===== src/rtl/ahb_req_pipeline_slave.sv =====
// AHB-Lite slave front end for the AHB2APB bridge.
// Captures pipelined AHB address and data phases. Decodes each address to one
// of NUM_SEL APB selects. Queues mapped requests in a request FIFO for the
// APB-side engine. Writes are posted. Reads hold the AHB data phase until
// rsp_valid returns the data. Unmapped addresses get a two-cycle ERROR response.
module ahb_req_pipeline_slave #(
    parameter int unsigned DATA_W      = 32,
    parameter int unsigned NUM_SEL     = 3,
    parameter int unsigned FIFO_DEPTH  = 4,
    parameter logic [31:0] BASE_ADDR   = 32'h8000_0000,
    parameter int unsigned REGION_LOG2 = 10
) (
    input  logic                        Hclk,
    input  logic                        Hresetn,
    input  logic                        Hwrite,
    input  logic                        Hreadyin,
    input  logic [1:0]                  Htrans,
    input  logic [31:0]                 Haddr,
    input  logic [DATA_W-1:0]           Hwdata,
    output logic                        Hreadyout,
    output logic                        Hresp,
    output logic [DATA_W-1:0]           Hrdata,
    output logic                        req_valid,
    input  logic                        req_ready,
    output logic [31:0]                 req_addr,
    output logic [DATA_W-1:0]           req_wdata,
    output logic                        req_write,
    output logic [NUM_SEL-1:0]          req_sel,
    input  logic                        rsp_valid,
    input  logic [DATA_W-1:0]           rsp_rdata,
    output logic [$clog2(FIFO_DEPTH):0] fifo_level
);

    localparam int unsigned PTR_W = $clog2(FIFO_DEPTH);
    localparam int unsigned LVL_W = PTR_W + 1;
    localparam logic [LVL_W-1:0] DEPTH_LVL = LVL_W'(FIFO_DEPTH);

    typedef enum logic [2:0] {
        S_IDLE,
        S_WR_DATA,
        S_RD_PUSH,
        S_RD_WAIT,
        S_RD_DONE,
        S_ERR1,
        S_ERR2
    } state_t;

    // One queued request as seen by the APB-side engine.
    typedef struct packed {
        logic [31:0]        addr;
        logic [DATA_W-1:0]  wdata;
        logic               write;
        logic [NUM_SEL-1:0] sel;
    } req_t;

    state_t             state_q;
    state_t             state_d;

    logic [31:0]        addr_q;
    logic [NUM_SEL-1:0] sel_q;

    req_t               mem [FIFO_DEPTH];
    logic [PTR_W-1:0]   wr_ptr_q;
    logic [PTR_W-1:0]   rd_ptr_q;
    logic [LVL_W-1:0]   count_q;
    logic               not_full;
    logic               push;
    logic               pop;
    req_t               push_req;
    req_t               head;

    logic               xfer_active;
    logic               accept;

    logic [31:0]        dec_off;
    logic [31:0]        dec_idx;
    logic               dec_mapped;
    logic [NUM_SEL-1:0] dec_sel;

    // ------------------------------------------------------------------
    // Address decode of the current address phase
    // ------------------------------------------------------------------

    // Decode Haddr into a one-hot select; anything below BASE_ADDR or past the last region is unmapped.
    // NOTE: every variable driven by an always_comb gets a default at the top so no path can infer a latch.
    always_comb begin
        dec_off    = Haddr - BASE_ADDR;
        dec_idx    = dec_off >> REGION_LOG2;
        dec_mapped = (Haddr >= BASE_ADDR) && (dec_idx < NUM_SEL);
        dec_sel    = '0;
        for (int i = 0; i < NUM_SEL; i++) begin
            dec_sel[i] = dec_mapped && (dec_idx == 32'(i));
        end
    end

    // Only NONSEQ and SEQ carry a transfer; IDLE and BUSY are ignored.
    always_comb begin
        case (Htrans)
            2'b10, 2'b11: xfer_active = 1'b1;
            default:      xfer_active = 1'b0;
        endcase
    end

    // ------------------------------------------------------------------
    // Bus-side outputs: functions of registered state and count only
    // ------------------------------------------------------------------

    assign not_full = (count_q < DEPTH_LVL);

    // Hreadyout/Hresp come from state and the registered FIFO count, never from a bus input.
    always_comb begin
        Hreadyout = 1'b1;
        Hresp     = 1'b0;
        case (state_q)
            S_WR_DATA: Hreadyout = not_full;
            S_RD_PUSH: Hreadyout = 1'b0;
            S_RD_WAIT: Hreadyout = 1'b0;
            S_ERR1: begin
                Hreadyout = 1'b0;
                Hresp     = 1'b1;
            end
            S_ERR2:    Hresp     = 1'b1;
            default:   Hreadyout = 1'b1;
        endcase
    end

    assign accept = Hreadyout && Hreadyin && xfer_active;

    // ------------------------------------------------------------------
    // Control FSM
    // ------------------------------------------------------------------

    // State register.
    // NOTE: sequential state uses non-blocking assignments so every flop samples pre-edge values.
    always_ff @(posedge Hclk or negedge Hresetn) begin
        if (!Hresetn) begin
            state_q <= S_IDLE;
        end else begin
            state_q <= state_d;
        end
    end

    // Next state and FIFO push request; completing states dispatch a newly accepted transfer.
    always_comb begin
        state_d  = state_q;
        push     = 1'b0;
        push_req = '{addr: addr_q, wdata: '0, write: 1'b0, sel: sel_q};

        case (state_q)
            S_IDLE: begin
                state_d = S_IDLE;
            end
            S_WR_DATA: begin
                // When full, hold the data phase until a pop frees a slot.
                if (not_full) begin
                    push     = 1'b1;
                    push_req = '{addr: addr_q, wdata: Hwdata, write: 1'b1, sel: sel_q};
                    state_d  = S_IDLE;
                end
            end
            S_RD_PUSH: begin
                // Reads go through the same FIFO so they stay behind posted writes.
                if (not_full) begin
                    push    = 1'b1;
                    state_d = S_RD_WAIT;
                end
            end
            S_RD_WAIT: begin
                if (rsp_valid) begin
                    state_d = S_RD_DONE;
                end
            end
            S_RD_DONE: begin
                state_d = S_IDLE;
            end
            S_ERR1: begin
                state_d = S_ERR2;
            end
            S_ERR2: begin
                state_d = S_IDLE;
            end
            default: begin
                state_d = S_IDLE;
            end
        endcase

        // Any edge with Hreadyout high may also start the next transfer.
        if (accept) begin
            if (!dec_mapped) begin
                state_d = S_ERR1;
            end else if (Hwrite) begin
                state_d = S_WR_DATA;
            end else begin
                state_d = S_RD_PUSH;
            end
        end
    end

    // Capture the address-phase information of an accepted transfer for its data phase.
    always_ff @(posedge Hclk or negedge Hresetn) begin
        if (!Hresetn) begin
            addr_q <= '0;
            sel_q  <= '0;
        end else if (accept) begin
            addr_q <= Haddr;
            sel_q  <= dec_sel;
        end
    end

    // Read data register; holds its value until the next read response.
    always_ff @(posedge Hclk or negedge Hresetn) begin
        if (!Hresetn) begin
            Hrdata <= '0;
        end else if ((state_q == S_RD_WAIT) && rsp_valid) begin
            Hrdata <= rsp_rdata;
        end
    end

    // ------------------------------------------------------------------
    // Request FIFO
    // ------------------------------------------------------------------

    assign pop = req_valid && req_ready;

    // Storage array; contents are qualified by count_q so the entries need no reset.
    // NOTE: only the pointers and the count are reset; the storage is a plain RAM and reset would cost a flop per bit.
    always_ff @(posedge Hclk) begin
        if (push) begin
            mem[wr_ptr_q] <= push_req;
        end
    end

    // Pointers wrap modulo FIFO_DEPTH; simultaneous push and pop leave the count unchanged.
    always_ff @(posedge Hclk or negedge Hresetn) begin
        if (!Hresetn) begin
            wr_ptr_q <= '0;
            rd_ptr_q <= '0;
            count_q  <= '0;
        end else begin
            if (push) begin
                wr_ptr_q <= wr_ptr_q + PTR_W'(1);
            end
            if (pop) begin
                rd_ptr_q <= rd_ptr_q + PTR_W'(1);
            end
            case ({push, pop})
                2'b10:   count_q <= count_q + LVL_W'(1);
                2'b01:   count_q <= count_q - LVL_W'(1);
                default: count_q <= count_q;
            endcase
        end
    end

    assign head       = mem[rd_ptr_q];
    assign req_valid  = (count_q != '0);
    assign req_addr   = head.addr;
    assign req_wdata  = head.wdata;
    assign req_write  = head.write;
    assign req_sel    = head.sel;
    assign fifo_level = count_q;

endmodule


===== config.mk =====
export PLATFORM = sky130hd
export DESIGN_NAME = ahb_req_pipeline_slave
export DESIGN_NICKNAME = d
export VERILOG_FILES = /design/src/rtl/ahb_req_pipeline_slave.sv
export SDC_FILE = /design/constraint.sdc
export NUM_CORES = 1
export LEC_CHECK = 0
export CORE_MARGIN = 5
export CORE_UTILIZATION = 48
export DETAILED_ROUTE_END_ITERATION = 10
export PLACE_DENSITY = 0.76
export SLEW_MARGIN = 20
export SYNTH_ARGS = -nofsm -noshare
export SYNTH_HDL_FRONTEND = slang
export SYNTH_SLANG_ARGS = --single-unit

===== constraint.sdc =====
create_clock -name Hclk -period 2.83 [get_ports Hclk]
set_input_delay 0.566 -clock Hclk [delete_from_list [all_inputs] [get_ports Hclk]]
set_output_delay 0.566 -clock Hclk [all_outputs]
set_load 0.03 [all_outputs]

==> summary.md <==
| Metric | Value |
|---|---|
| Num rows | 60 |
| Slew HR | 0.585 |
| Fraction of registers with async set/reset | 0.221 |
| Crit path from | state_q[2] |
| Skew final | 0.0192 ns |
| Synth Area in Simple Gates | 0.0566 |
| Final nets | 1,034 |
| Crit Path Class | flip-flop to output pin |
| Max rail drop VDD | 0.000695 V |
| H-tree depth | 2 |
| Run status | finished, final reports clean |
| DRT iter0 DRCs | 404 |
| Gpl congestion | roughly 0.76 |
| # IOs | between 200 and 250 |
| Total number of vias | 6,842 |
| Number of library cell types mapped by synthesis | 37 |
| Unrepaired setup endpoints after global routing | false |
| Worst Path Required | 2.26 ns |
| Critical-path cell list | or2_1 > a21oi_1 > clkdlybuf4s50_1 |
| Reg2reg end | fifo_level[2] |
| Delay-heaviest family, CP | buffers and inverters |
| Aggregate global-route resource usage | 0.178 |
| Area Overhead vs Synth | 28.7% |
| Leading area contributor after synthesis | edfxtp_1 |
| Routed Antenna Nets | 0 |
| Final instance area | 17,000 sq um |
| Core area | 27,000 sq um |
| R2r setup slk | 0.46 ns |
| Worst setup SP type | flip-flop |
| First-pass GRT wire length | roughly 42,000 um |
| Post-Place Cell Area | 15,900 sq um |
| DP HPWL | about 17,000 um |
| Placed insts | 1,220 |
| Compound-Gate Fraction of Synth Area | 0.00884 |
| CTS tree | done |
| Final setup violation count | 0 |
| End of the critical path | Hreadyout |
| Adder-cell area share of the yosys netlist | 0.00627 |
| Largest net degree at the start of global routing | 69 |
| Clock tree buffer depth | 3 |
| Post-Syn Nets | 787 |
| Max-slew violation count | 0 |
| Pleak | 0.00627 uW |
| Ys flop type | edfxtp_1 |
| Gate Count Post-Synth | 677 |
| Port Buffers | 208 |
| Worst path slowest cell | clkdlybuf4s50_1 |
| DR WL/cell | 21.1 um |
| Synth warn | 0 |
| CP Buf/Inv Count | 1 |
| Worst Hold Class | primary input to async pin |
| Post-Syn Area | approximately 13,000 sq um |
| Post-synth EDFFs | approximately 270 |
| Post-synthesis area per instance | 19.5 sq um |
| Antenna cells | 0 |
| Critical Path Max Stage Delay | 0.71 ns |
| DRT Pass-1 Iters | 4 |
| Worst skew pair latency | a little over 0.5 ns |
| Largest family of logic cells by synthesized area | multiplexers |
| Drt drc | 0 |
| Worst r2r src | state_q[2] |
| Root Buffer | clkbuf_16 |
| Vias in the first global route | 7,471 |
| CTS sink count | ~350 |
| Non-Filler Instances | between 1,000 and 1,500 |
| # Max-Cap Violations | 0 |
| Initial antenna violation count | 0 |
| Post-Synth XOR/XNOR Area | 0.00466 |
| Synthesized flop and latch total | ~350 |
| Least-Margin Pin Slew | 0.621 ns |
| PwrDens | 1120 nW/um^2 |
| Worst r2r path cells | 9 |
| Min Tclk post-route | ~2.7 ns |
| Total CTS buffers | 37 |
| Full die area | approximately 30,000 sq um |
| Period utilization | 0.968 |
| Starting Density | 0.489 |
| Die H | around 180 um |
| Post-synthesis mux area share | 0.144 |
| Share of layout cells above drive strength 1 | 0.213 |
| Clk slew on worst S/H paths | ~0.060 ns |
| Die X | about 180 um |
| Grt total ovfl | 0 |
| Top-area cell type share of the netlist area | 0.620 |
| Final Hold Viols | 0 |
| Critical path capture point type | output pin |
| Total Power | 18,900 uW |
| Post-synthesis sequential area ratio | 0.766 |
| Achievable Freq | 365 MHz |
| Crit-path max FO | 7 |
| Vias per cell | 5.30 |
| Total Routed Length | 27,200 um |
| Critical path depth | 3 |
| Top cells by area, synth | edfxtp_1 62%, dfrtp_1 15%, mux4_2 12% |
| Crit path DAT | 2.17 ns |
==> synth_stat cells, types with 2 or more instances <==
| cell type | instances |
|---|---|
| xnor2_1 | 3 |
| mux4_2 | 68 |
| dfrtp_1 | 77 |
| o41ai_1 | 2 |
| o31ai_1 | 3 |
| nor2_1 | 2 |
| nand3_1 | 2 |
| ha_1 | 5 |
| clkbuf_1 | 14 |
| and2_1 | 38 |
| o21ai_0 | 2 |
| inv_1 | 8 |
| nor2b_1 | 2 |
| edfxtp_1 | 272 |
| nand2_1 | 104 |
| nor4_1 | 4 |
| mux2_2 | 32 |
| buf_2 | 17 |
| xor2_1 | 4 |
==> worst reg2reg max path, stage by stage, from the launching register on <==
cell and delay, ns:
dfrtp_1 0.43, or2_1 0.35, nor2b_1 0.53, inv_1 0.10, ha_1 0.25, inv_1 0.08
fa_1 0.17, xor2_1 0.14, nor2_1 0.06, xor2_1 0.14
==> sequential cells by signal, summed over array words and instances (netlist names) <==
signal      flops
state_q         3
addr_q         32
Hrdata         32
sel_q           3
mem           272
wr_ptr_q        2
rd_ptr_q        2
fifo_level      3
==> placed cells by master (no fill, tap or decap), drive strengths merged, types with 2 or more instances in the layout <==
cell type        n
o41ai            2
o31ai            3
nand3            2
clkdlybuf4s50  139
inv             10
nor4             4
buf             41
dfrtp           77
dlygate4sd2     56
o21ai            3
nor2             2
clkdlybuf4s15    2
clkinv          11
mux4            68
ha               5
xor2             4
and2            38
edfxtp         272
nor2b            3
clkbuf          51
or2              2
nand2          104
xnor2            3
mux2            32
==> worst min-delay path by stage <==
| stage | startpoint | to | slack [ns] | cells after the start |
|---|---|---|---|---|
| floorplan | Hresetn | Hrdata[0] | 0.27 | 0 |
| global placement | Hrdata[4] | Hrdata[4] | 0.49 | 1 |
| detailed placement | Hrdata[21] | Hrdata[21] | 0.49 | 1 |
| CTS | Hresetn | Hrdata[2] | 0.06 | 1 |
| global route | Hresetn | Hrdata[2] | 0.07 | 1 |
| finish | Hresetn | Hrdata[7] | 0.05 | 1 |
==> per-stage QoR <==
step / util / setup TNS, ns / hold WS, ns / setup WS, ns
2_1_floorplan: - / 0 / 0.270 / 0.328
3_3_place_gp: 0.589 / 0 / 0.486 / 0.214
3_5_place_dp: 0.589 / 0 / 0.493 / 0.212
4_1_cts: 0.627 / -0.0213 / 0.0550 / -0.0106
5_1_grt: 0.629 / 0 / 0.0671 / 0.00650
6_report: 0.629 / 0 / 0.0461 / 0.0896
==> cell families after synthesis <==
| family | count (synthesis) |
|---|---|
| flops | 349 |
| simple gates | 160 |
| mux | 101 |
| buf+inv | 39 |
| compound gates | 15 |
| xor+xnor | 7 |
| fa+ha+maj | 6 |
==> power breakdown <==
part / internal, uW / total, uW / switching [uW]
sequential: 7060 / 7610 / 551
combinational: 2940 / 6980 / 4040
clock: 2530 / 4350 / 1820
==> final cells by class <==
type,instances,area (sq um)
clock inverters,14,93.8
well taps,341,427
clock buffers,50,985
multi-input cells,289,2930
repair buffers,239,2380
inverters,8,30.0
fillers,1935,10000
flip-flops and latches,349,10100
==> layer usage <==
metal | part of all wire | global-route usage | up-vias
li1 | - | - | 3104
met1 | 0.42 | 0.234 | 3465
met2 | 0.47 | 0.286 | 230
met3 | 0.092 | 0.0665 | 43
met4 | 0.020 | 0.0445 | 0
met5 | 0 | 0 | -
==> what timing repair did <==
action / 4_1_cts / 5_1_grt
endpoints found under the setup margin: 61 / 35
hold buffers: 0 / 0
setup buffers: 2 / 4
endpoints found under the hold margin: 0 / 0
resized for setup: 63 / 0
Power figures use the tool's default switching activity.
